File: src/rtl/wb_trace_pkg.sv
// Shared types for the writeback trace encoder: record layout and channel bundle.
package wb_trace_pkg;

  localparam logic [31:0] DEFAULT_END_PC = 32'hbfc00100;

  // One emitted trace record, same layout the golden-trace comparator consumes.
  typedef struct packed {
    logic        cmp_flag;
    logic [31:0] pc;
    logic [4:0]  rd;
    logic [31:0] wdata;
  } trace_rec_t;

  // One writeback channel as seen at the datapath boundary.
  typedef struct packed {
    logic        en;
    logic [4:0]  rd;
    logic [31:0] wdata;
    logic [31:0] pc;
  } wb_chan_t;

  function automatic trace_rec_t make_rec(input wb_chan_t ch, input logic flag);
    trace_rec_t r;
    r.cmp_flag = flag;
    r.pc       = ch.pc;
    r.rd       = ch.rd;
    r.wdata    = ch.wdata;
    return r;
  endfunction

endpackage

File: src/rtl/trace_fifo_2w1r.sv
// Two-write / one-read FIFO. Port B writes the slot after port A in the same
// cycle; the caller only asserts push_b_i together with push_a_i and only when
// free_o leaves room for every write it issues.
module trace_fifo_2w1r
  import wb_trace_pkg::*;
#(
  parameter int DEPTH = 16
) (
  input  logic                    clk_i,
  input  logic                    rst_i,
  input  logic                    push_a_i,
  input  trace_rec_t              data_a_i,
  input  logic                    push_b_i,
  input  trace_rec_t              data_b_i,
  input  logic                    pop_i,
  output trace_rec_t              head_o,
  output logic [$clog2(DEPTH):0]  occupancy_o,
  output logic [$clog2(DEPTH):0]  free_o
);

  localparam int AW = $clog2(DEPTH);

  trace_rec_t    mem_q [DEPTH];
  logic [AW-1:0] wptr_q, wptr_d;
  logic [AW-1:0] rptr_q, rptr_d;
  logic [AW:0]   occ_q, occ_d;
  logic [AW-1:0] waddr_b;
  logic          pop;

  assign pop         = pop_i && (occ_q != '0);
  assign waddr_b     = wptr_q + AW'(1);
  // A pop in the same cycle frees its slot for this cycle's writes.
  assign free_o      = (AW+1)'(DEPTH) - occ_q + (AW+1)'(pop);
  assign occupancy_o = occ_q;
  // Head reads as zero while empty so outputs are clean straight after reset.
  assign head_o      = (occ_q != '0) ? mem_q[rptr_q] : '0;

  // Next-state for pointers and occupancy: up to two writes and one read per cycle.
  always_comb begin
    wptr_d = wptr_q + AW'(push_a_i) + AW'(push_b_i);
    rptr_d = rptr_q + AW'(pop);
    occ_d  = occ_q + (AW+1)'(push_a_i) + (AW+1)'(push_b_i) - (AW+1)'(pop);
  end

  // Control state register; storage contents are not reset.
  always_ff @(posedge clk_i) begin
    if (rst_i) begin
      wptr_q <= '0;
      rptr_q <= '0;
      occ_q  <= '0;
    end else begin
      wptr_q <= wptr_d;
      rptr_q <= rptr_d;
      occ_q  <= occ_d;
    end
  end

  // Storage writes: port A at wptr, port B at the following slot.
  always_ff @(posedge clk_i) begin
    if (push_a_i) mem_q[wptr_q]  <= data_a_i;
    if (push_b_i) mem_q[waddr_b] <= data_b_i;
  end

endmodule

File: src/rtl/wb_trace_encoder.sv
// Writeback trace encoder: filters the two writeback channels into in-order
// trace records, stops at the end-of-test PC and stops pushing on the first
// lost record so the emitted stream is always a contiguous prefix.
module wb_trace_encoder
  import wb_trace_pkg::*;
#(
  parameter int          DEPTH  = 16,
  parameter logic [31:0] END_PC = DEFAULT_END_PC
) (
  input  logic        clock,
  input  logic        reset,
  input  logic        wb0_en,
  input  logic [4:0]  wb0_rd,
  input  logic [31:0] wb0_wdata,
  input  logic [31:0] wb0_pc,
  input  logic        wb1_en,
  input  logic [4:0]  wb1_rd,
  input  logic [31:0] wb1_wdata,
  input  logic [31:0] wb1_pc,
  input  logic        open_trace,
  output logic        trace_valid,
  input  logic        trace_ready,
  output logic        trace_cmp_flag,
  output logic [31:0] trace_pc,
  output logic [4:0]  trace_rd,
  output logic [31:0] trace_wdata,
  output logic        overflow,
  output logic        done,
  output logic [31:0] rec_count
);

  localparam int AW = $clog2(DEPTH);

  wb_chan_t    ch0, ch1;
  trace_rec_t  rec0, rec1, data_a, data_b, head;
  logic        hit0, hit1, cand0, cand1;
  logic        push_a, push_b, pop;
  logic [AW:0] occupancy, free_slots;
  logic        overflow_q, overflow_d;
  logic        done_q, done_d;
  logic [31:0] rec_count_q, rec_count_d;

  assign ch0  = {wb0_en, wb0_rd, wb0_wdata, wb0_pc};
  assign ch1  = {wb1_en, wb1_rd, wb1_wdata, wb1_pc};
  assign rec0 = make_rec(ch0, open_trace);
  assign rec1 = make_rec(ch1, open_trace);

  assign trace_valid = (occupancy != '0);
  assign pop         = trace_valid && trace_ready;

  // Candidate filtering, END_PC handling and the push/overflow policy.
  always_comb begin
    hit0        = wb0_en && (wb0_pc == END_PC);
    hit1        = wb1_en && (wb1_pc == END_PC);
    // Channel 0 hitting END_PC also kills the younger channel 1.
    cand0       = wb0_en && (wb0_rd != '0) && !done_q && !overflow_q && !hit0;
    cand1       = wb1_en && (wb1_rd != '0) && !done_q && !overflow_q && !hit1 && !hit0;
    push_a      = 1'b0;
    push_b      = 1'b0;
    overflow_d  = overflow_q;
    data_a      = cand0 ? rec0 : rec1;
    data_b      = rec1;
    unique case ({cand0, cand1})
      2'b11: begin
        if (free_slots >= (AW+1)'(2)) begin
          push_a = 1'b1;
          push_b = 1'b1;
        end else if (free_slots == (AW+1)'(1)) begin
          push_a     = 1'b1;
          overflow_d = 1'b1;
        end else begin
          overflow_d = 1'b1;
        end
      end
      2'b10, 2'b01: begin
        if (free_slots != '0) push_a = 1'b1;
        else                  overflow_d = 1'b1;
      end
      default: ;
    endcase
    done_d      = done_q || hit0 || hit1;
    rec_count_d = rec_count_q + 32'(pop);
  end

  // Sticky status flags and the hand-off counter.
  always_ff @(posedge clock) begin
    if (reset) begin
      overflow_q  <= 1'b0;
      done_q      <= 1'b0;
      rec_count_q <= '0;
    end else begin
      overflow_q  <= overflow_d;
      done_q      <= done_d;
      rec_count_q <= rec_count_d;
    end
  end

  trace_fifo_2w1r #(
    .DEPTH (DEPTH)
  ) u_fifo (
    .clk_i       (clock),
    .rst_i       (reset),
    .push_a_i    (push_a),
    .data_a_i    (data_a),
    .push_b_i    (push_b),
    .data_b_i    (data_b),
    .pop_i       (pop),
    .head_o      (head),
    .occupancy_o (occupancy),
    .free_o      (free_slots)
  );

  assign trace_cmp_flag = head.cmp_flag;
  assign trace_pc       = head.pc;
  assign trace_rd       = head.rd;
  assign trace_wdata    = head.wdata;
  assign overflow       = overflow_q;
  assign done           = done_q;
  assign rec_count      = rec_count_q;

endmodule
File: config.mk
export PLATFORM = sky130hd
export DESIGN_NAME = wb_trace_encoder
export DESIGN_NICKNAME = d
export VERILOG_FILES = /design/src/rtl/wb_trace_pkg.sv /design/src/rtl/trace_fifo_2w1r.sv /design/src/rtl/wb_trace_encoder.sv
export SDC_FILE = /design/constraint.sdc
export NUM_CORES = 2
export LEC_CHECK = 0
export CAP_MARGIN = 20
export CELL_PAD_IN_SITES_DETAIL_PLACEMENT = 0
export CELL_PAD_IN_SITES_GLOBAL_PLACEMENT = 1
export CORE_MARGIN = 10
export CORE_UTILIZATION = 57
export DETAILED_ROUTE_END_ITERATION = 10
export PLACE_DENSITY = 0.82
export SETUP_SLACK_MARGIN = 0.1
export SYNTH_ARGS = -nofsm -noshare
export SYNTH_HDL_FRONTEND = slang
export SYNTH_SLANG_ARGS = --single-unit
File: constraint.sdc
create_clock -name clock -period 27 [get_ports clock]
set_input_delay 5.4 -clock clock [delete_from_list [all_inputs] [get_ports clock]]
set_output_delay 5.4 -clock clock [all_outputs]
set_load 0.005 [all_outputs]
-- Word-level counts from Yosys, hierarchy flattened
Memory sizes are Yosys's and may differ from the RTL's. A register that Yosys moved wholly into a read port is not among the register bits.
Index checks and enable logic that the tools add are counted.
- RAM bits: 1120
- memories kept: 1
- input port bits: 144
- word-level logic and storage cells: 68
- output and inout port bits: 105
- register bits after elaboration: 47
- multiplexer cells: 16
- order comparisons: 1
- equal/unequal tests: 8
- $add $sub $neg: 10
- reductions and logical operators: 26
- memory list (memory ; depth ; bits a word ; rd ports ; clocked after Yosys merged registers in ; wr ports ; line ; text):
    u_fifo.mem_q ; 16 ; 70 ; 1 ; 1 ; 2 ; trace_fifo_2w1r.sv:23 ; trace_rec_t mem_q [DEPTH];
- operators by type and width (operator ; count):
    two-way mux 70 bit ; 1
    two-way mux 69 bit ; 1
    == test 32 bit (second input constant) ; 2
    adder 32 x 1 -> 32 bit ; 1
    nonzero test 5 bit ; 4
    adder 5 x 1 -> 5 bit ; 3
    logical AND 1 bit ; 13
    adder 4 x 1 -> 4 bit ; 3
    two-way mux 1 bit ; 11
    == test 5 x 1 -> 1 bit (second input constant) ; 1
    greater-or-equal comparator 5 x 2 -> 1 bit (second input constant) ; 1
    subtractor 5 x 1 -> 5 bit ; 1
    subtractor 5 bit (first input constant) ; 1
    adder 4 x 1 -> 4 bit (second input constant) ; 1
    == test 2 bit (second input constant) ; 2
    logical NOT 1 bit ; 4
    two-way mux 4 bit ; 1
    inequality test 2 bit (second input constant) ; 2
    case mux 1 bit (2 select lines) ; 2
    AND reduction 3 bit ; 1
    == test 2 x 1 -> 1 bit (second input constant) ; 1
    logical OR 1 bit ; 2
    nonzero test 2 bit ; 1
    OR reduction 2 bit ; 1

-- Longest topological paths before layout
- depth after elaboration: 12
- depth in mapped cells: 24
- gate-level depth less buffers: 19

-- Hierarchy
Synthesis repeated with hierarchy kept, for this count alone.
- cell total of the unflattened synthesis: 3538
- area, all modules: 60053.8 sq um
- by module, submodules not included (module ; times used ; area each (sq um) ; seq. area each (sq um) ; cells each):
    trace_fifo_2w1r ; 1 ; 57139.8 ; 33892.5 ; 3256
    wb_trace_encoder ; 1 ; 2914.0 ; 680.7 ; 282

-- Least setup slack after synthesis
OpenSTA, ideal clock, no wires.
- path kind: input to register
- from: in wb0_pc[6]
- to: mem u_fifo.mem_q[1][0] (netlist bit), enable pin
- library setup time: 0.584 ns
- arrival time: 12.390 ns
- required time: 26.416 ns
- slack: 14.026 ns
- buffers on the path: 1
- stages: 11
- cell sequence: or4b_1 > nor4_2 > a41o_1 > buf_2 > a21oi_1 > o2111a_1 > ha_1 > o21bai_1 > a41oi_1 > mux2i_1 > nor3_1
- RTL lines (element ; line ; text):
    start: declaration ; wb_trace_encoder.sv:15 ; input logic [31:0] wb0_pc,
    end: declaration ; trace_fifo_2w1r.sv:23 ;

==> flow_metrics.env <==
export IMPL_antenna_violating_nets_post_route=0
export IMPL_synth_distinct_cells=60
export IMPL_critPathMaxFanout=32
export IMPL_hold_buffers=0
export IMPL_route_detailed_drc=0
export IMPL_fillers=7036
export IMPL_detail_route_wl_per_cell_um=33.2
export IMPL_postCtsResizedCells=0
export IMPL_worst_slack_ns=15.86
export IMPL_clkSlewWorstSetupHoldPaths_ns=0.06
export IMPL_grt_start_max_net_pins=126
export IMPL_die_area_um2=117000
export IMPL_fp_coreArea_um2=103000
export IMPL_number_of_h_tree_levels=4
export IMPL_tritoncts="built"
export IMPL_floorplan_rows=118
export IMPL_cp_common_cell="sky130_fd_sc_hd__buf_4"
export IMPL_irDropWorstVdd_mv=0.0659
export IMPL_port_buffer_count=248
export IMPL_multiInputGateArea_um2=23000
export IMPL_design_final_nets=3611
export IMPL_syn_to_final_growth_pct=12.6
export IMPL_wl_mm=164
export IMPL_rsz0062_at_grt="false"
export IMPL_worst_slew_pin_transition_ns=1.12
export IMPL_critPathSlowestCell="sky130_fd_sc_hd__a211oi_4"
export IMPL_clock_skew_final_ns=0.0294
export IMPL_initial_core_util_pct=57.3
export IMPL_finalSetupTns_ns=0
export IMPL_numCtsBuffers=130
export IMPL_post_synth_cell_area_avg_um2=17.7
export IMPL_synth_seq_cells=1167
export IMPL_synth_enable_flop_cells=1120
export IMPL_synthesis_yosys_warnings=0
export IMPL_grt_first_pass_wirelength_mm=240
export IMPL_grt_usage_pct=27.9
export IMPL_largest_stage_delay_on_the_critical_path_ns=0.97
export IMPL_clock_fmax_mhz=89.8
export IMPL_post_route_min_period_ns=11.14
export IMPL_synth_top_flop_cell="sky130_fd_sc_hd__edfxtp_1"
export IMPL_synth_net_count=3507
export IMPL_critical_path_required_ns=27.48
export IMPL_cts_setup_buffers=0
export IMPL_crit_arrival_ns=11.62
export IMPL_static_leakage_power_nw=20.9
export IMPL_power_density_nw_per_um2=87.3
export IMPL_cts_sinks=1167
export IMPL_crit_path_cell_trace="clkdlybuf4s50_1 -> nand4b_1 -> nor4_1 -> a41o_1 -> a21oi_1 -> o2111a_1 -> ha_1 -> o31a_1 -> a211oi_4 -> buf_4 -> buf_4 -> mux2_2"
export IMPL_critical_path_buf_inv_count=3
export IMPL_die_height_um=342
export IMPL_ff_latch_area_um2=34600
export IMPL_synthesis_instances=3345
export IMPL_ranking_of_synthesized_cells_by_area="sky130_fd_sc_hd__edfxtp_1 57%, sky130_fd_sc_hd__mux2_2 20%, sky130_fd_sc_hd__mux4_2 13%"
export IMPL_run_status="completed"
export IMPL_worst_slew_margin_rel_pct=24.5
export IMPL_path_class="input port to flip-flop"
export IMPL_routed_via_count=33200
export IMPL_grt_antenna_before_repair=17
export IMPL_detailed_place_hpwl_mm=89.3
export IMPL_post_synth_instance_area_um2=59100
export IMPL_yosysTopAreaCell="sky130_fd_sc_hd__edfxtp_1"
export IMPL_gr_overflow_total=0
export IMPL_gp_routability_congestion=0.786
export IMPL_place_worst_setup_slack_ns=15.20
export IMPL_total_count_of_hold_check_failures_in_the_final_report=0
export IMPL_worst_hold_path_type="flip-flop to flip-flop"
export IMPL_layout_cells_most_common_list="1120 x sky130_fd_sc_hd__edfxtp_1, 1025 x sky130_fd_sc_hd__mux2_2, 350 x sky130_fd_sc_hd__mux4_2"
export IMPL_top_level_ports=249
export IMPL_period_share_pct=41.3
export IMPL_mostFrequentLayoutCell="sky130_fd_sc_hd__edfxtp_1"
export IMPL_proportion_of_layout_cells_with_a_drive_suffix_above_1_pct=47.8
export IMPL_synth_async_reset_ratio_pct=0
export IMPL_cp_top_family="compound AO/OA/AOI/OAI gates"
export IMPL_setup_worst_path_start_class="input port"
export IMPL_dr_pass1_iters=8
export IMPL_drt_initial_drc_count=3363
export IMPL_clock_latency_ns=0.74
export IMPL_post_synth_top_area_fraction_pct=56.9
export IMPL_max_slew_violation_count=0
export IMPL_floorplan_die_width_um=342
export IMPL_worstSetupEndpointType="flip-flop"
export IMPL_avgViaCountPerCell=6.74
export IMPL_maximum_count_of_clock_buffers_along_a_single_path=3
export IMPL_ctsRootBufferMaster="sky130_fd_sc_hd__clkbuf_16"
export IMPL_setup_viol=0
export IMPL_first_global_vias=35100
export IMPL_synth_yosys_seq_area_share_pct=58.5
export IMPL_drv_max_cap_violation_count=0
-- per-layer routing --
layer	part of all wire (%)	track usage, %	wire length, um	up-vias
met5	0.048	0	78	-
met4	3.3	9.71	5340	14
met3	8.3	5.74	13500	360
met2	50	46.8	82400	1528
met1	38	36.0	62400	17700
li1	-	-	-	13700
-- report_power, final --
part           switching, W  internal [W]  leakage (nW)
Sequential        0.0000596       0.00219          10.5
Clock              0.000711      0.000991          1.98
Combinational      0.000919      0.000945          8.44
Total               0.00169       0.00412          20.9
-- logic make-up after synthesis --
group	Yosys count	synth area share [%]
fa+ha+maj	18	0.419
compound gates	47	0.827
simple gates	241	2.27
buf+inv	380	2.97
flops	1167	58.5
xor+xnor	37	0.548
mux	1455	34.5
-- final timing paths --
kind              slack [ns]             endpoint  depth (start not counted)             startpoint
setup / recovery       15.86  u_fifo.mem_q[10][1]                         12             wb0_pc[16]
hold / removal          0.49        rec_count[31]                          2          rec_count[31]
setup reg to reg       19.96  u_fifo.mem_q[10][1]                         15  u_fifo.occupancy_o[2]
hold reg to reg         0.49        rec_count[31]                          2          rec_count[31]
-- layout make-up --
cell class,count,share of cell area [%]
Clock inverter,64,0.725
Clock buffer,165,5.32
Inverter,23,0.132
Timing Repair Buffer,329,4.68
Antenna cell,10,0.0376
Tap cell,1380,2.59
Sequential cell,1167,51.9
Multi-Input combinational cell,1798,34.6
-- flip-flops by register name, summed over array words and instances, names as in the netlist --
| name | flops |
|---|---|
| u_fifo.mem_q | 1120 |
| u_fifo.wptr_q | 4 |
| overflow | 1 |
| u_fifo.occupancy_o | 5 |
| u_fifo.rptr_q | 4 |
| rec_count | 32 |
| done | 1 |
-- metrics by stage --
stage / utilization [%] / hold slack, ns / area [um^2] / power [W] / std cells
after floorplan: - / 0.463 / 59100 / 0.00349 / 3345
after global placement: 60.6 / 0.480 / 62500 / 0.00410 / 4696
after detailed placement: 60.6 / 0.489 / 62500 / 0.00414 / 4696
after CTS: 64.5 / 0.494 / 66500 / 0.00584 / 4925
after global routing: 64.5 / 0.520 / 66600 / 0.00601 / 4932
final: 64.5 / 0.492 / 66600 / 0.00581 / 4936
-- cell usage after synthesis (all sizes together) (3+ instances only) --
cell type,count
edfxtp,1120
mux2,1104
mux4,350
clkbuf,207
buf,150
and2,70
nor2,52
dfxtp,47
xnor2,29
inv,22
nand2,20
nand3,16
nor3,16
nor4,16
ha,15
nor2b,12
o211ai,9
o22ai,8
xor2,8
nand4,7
a21oi,6
nand4b,5
a211oi,4
and3,4
and4,4
nand2b,4
o21ai,4
or4,4
fa,3
o211a,3
or4b,3
-- worst reg2reg max path: stages (launching register included) --
cell and delay [ns]:
sky130_fd_sc_hd__dfxtp_1 0.38, sky130_fd_sc_hd__inv_1 0.12, sky130_fd_sc_hd__ha_1 0.24, sky130_fd_sc_hd__or4b_4 0.63, sky130_fd_sc_hd__buf_4 0.64, sky130_fd_sc_hd__nand2_1 0.34, sky130_fd_sc_hd__ha_1 0.28, sky130_fd_sc_hd__inv_1 0.06
sky130_fd_sc_hd__ha_1 0.21, sky130_fd_sc_hd__or4b_1 0.48, sky130_fd_sc_hd__o311a_1 0.18, sky130_fd_sc_hd__o31a_1 0.43, sky130_fd_sc_hd__a211oi_4 0.97, sky130_fd_sc_hd__buf_4 0.75, sky130_fd_sc_hd__buf_4 0.65, sky130_fd_sc_hd__mux2_2 0.43
No activity file was read; power rests on OpenSTA's default activity.
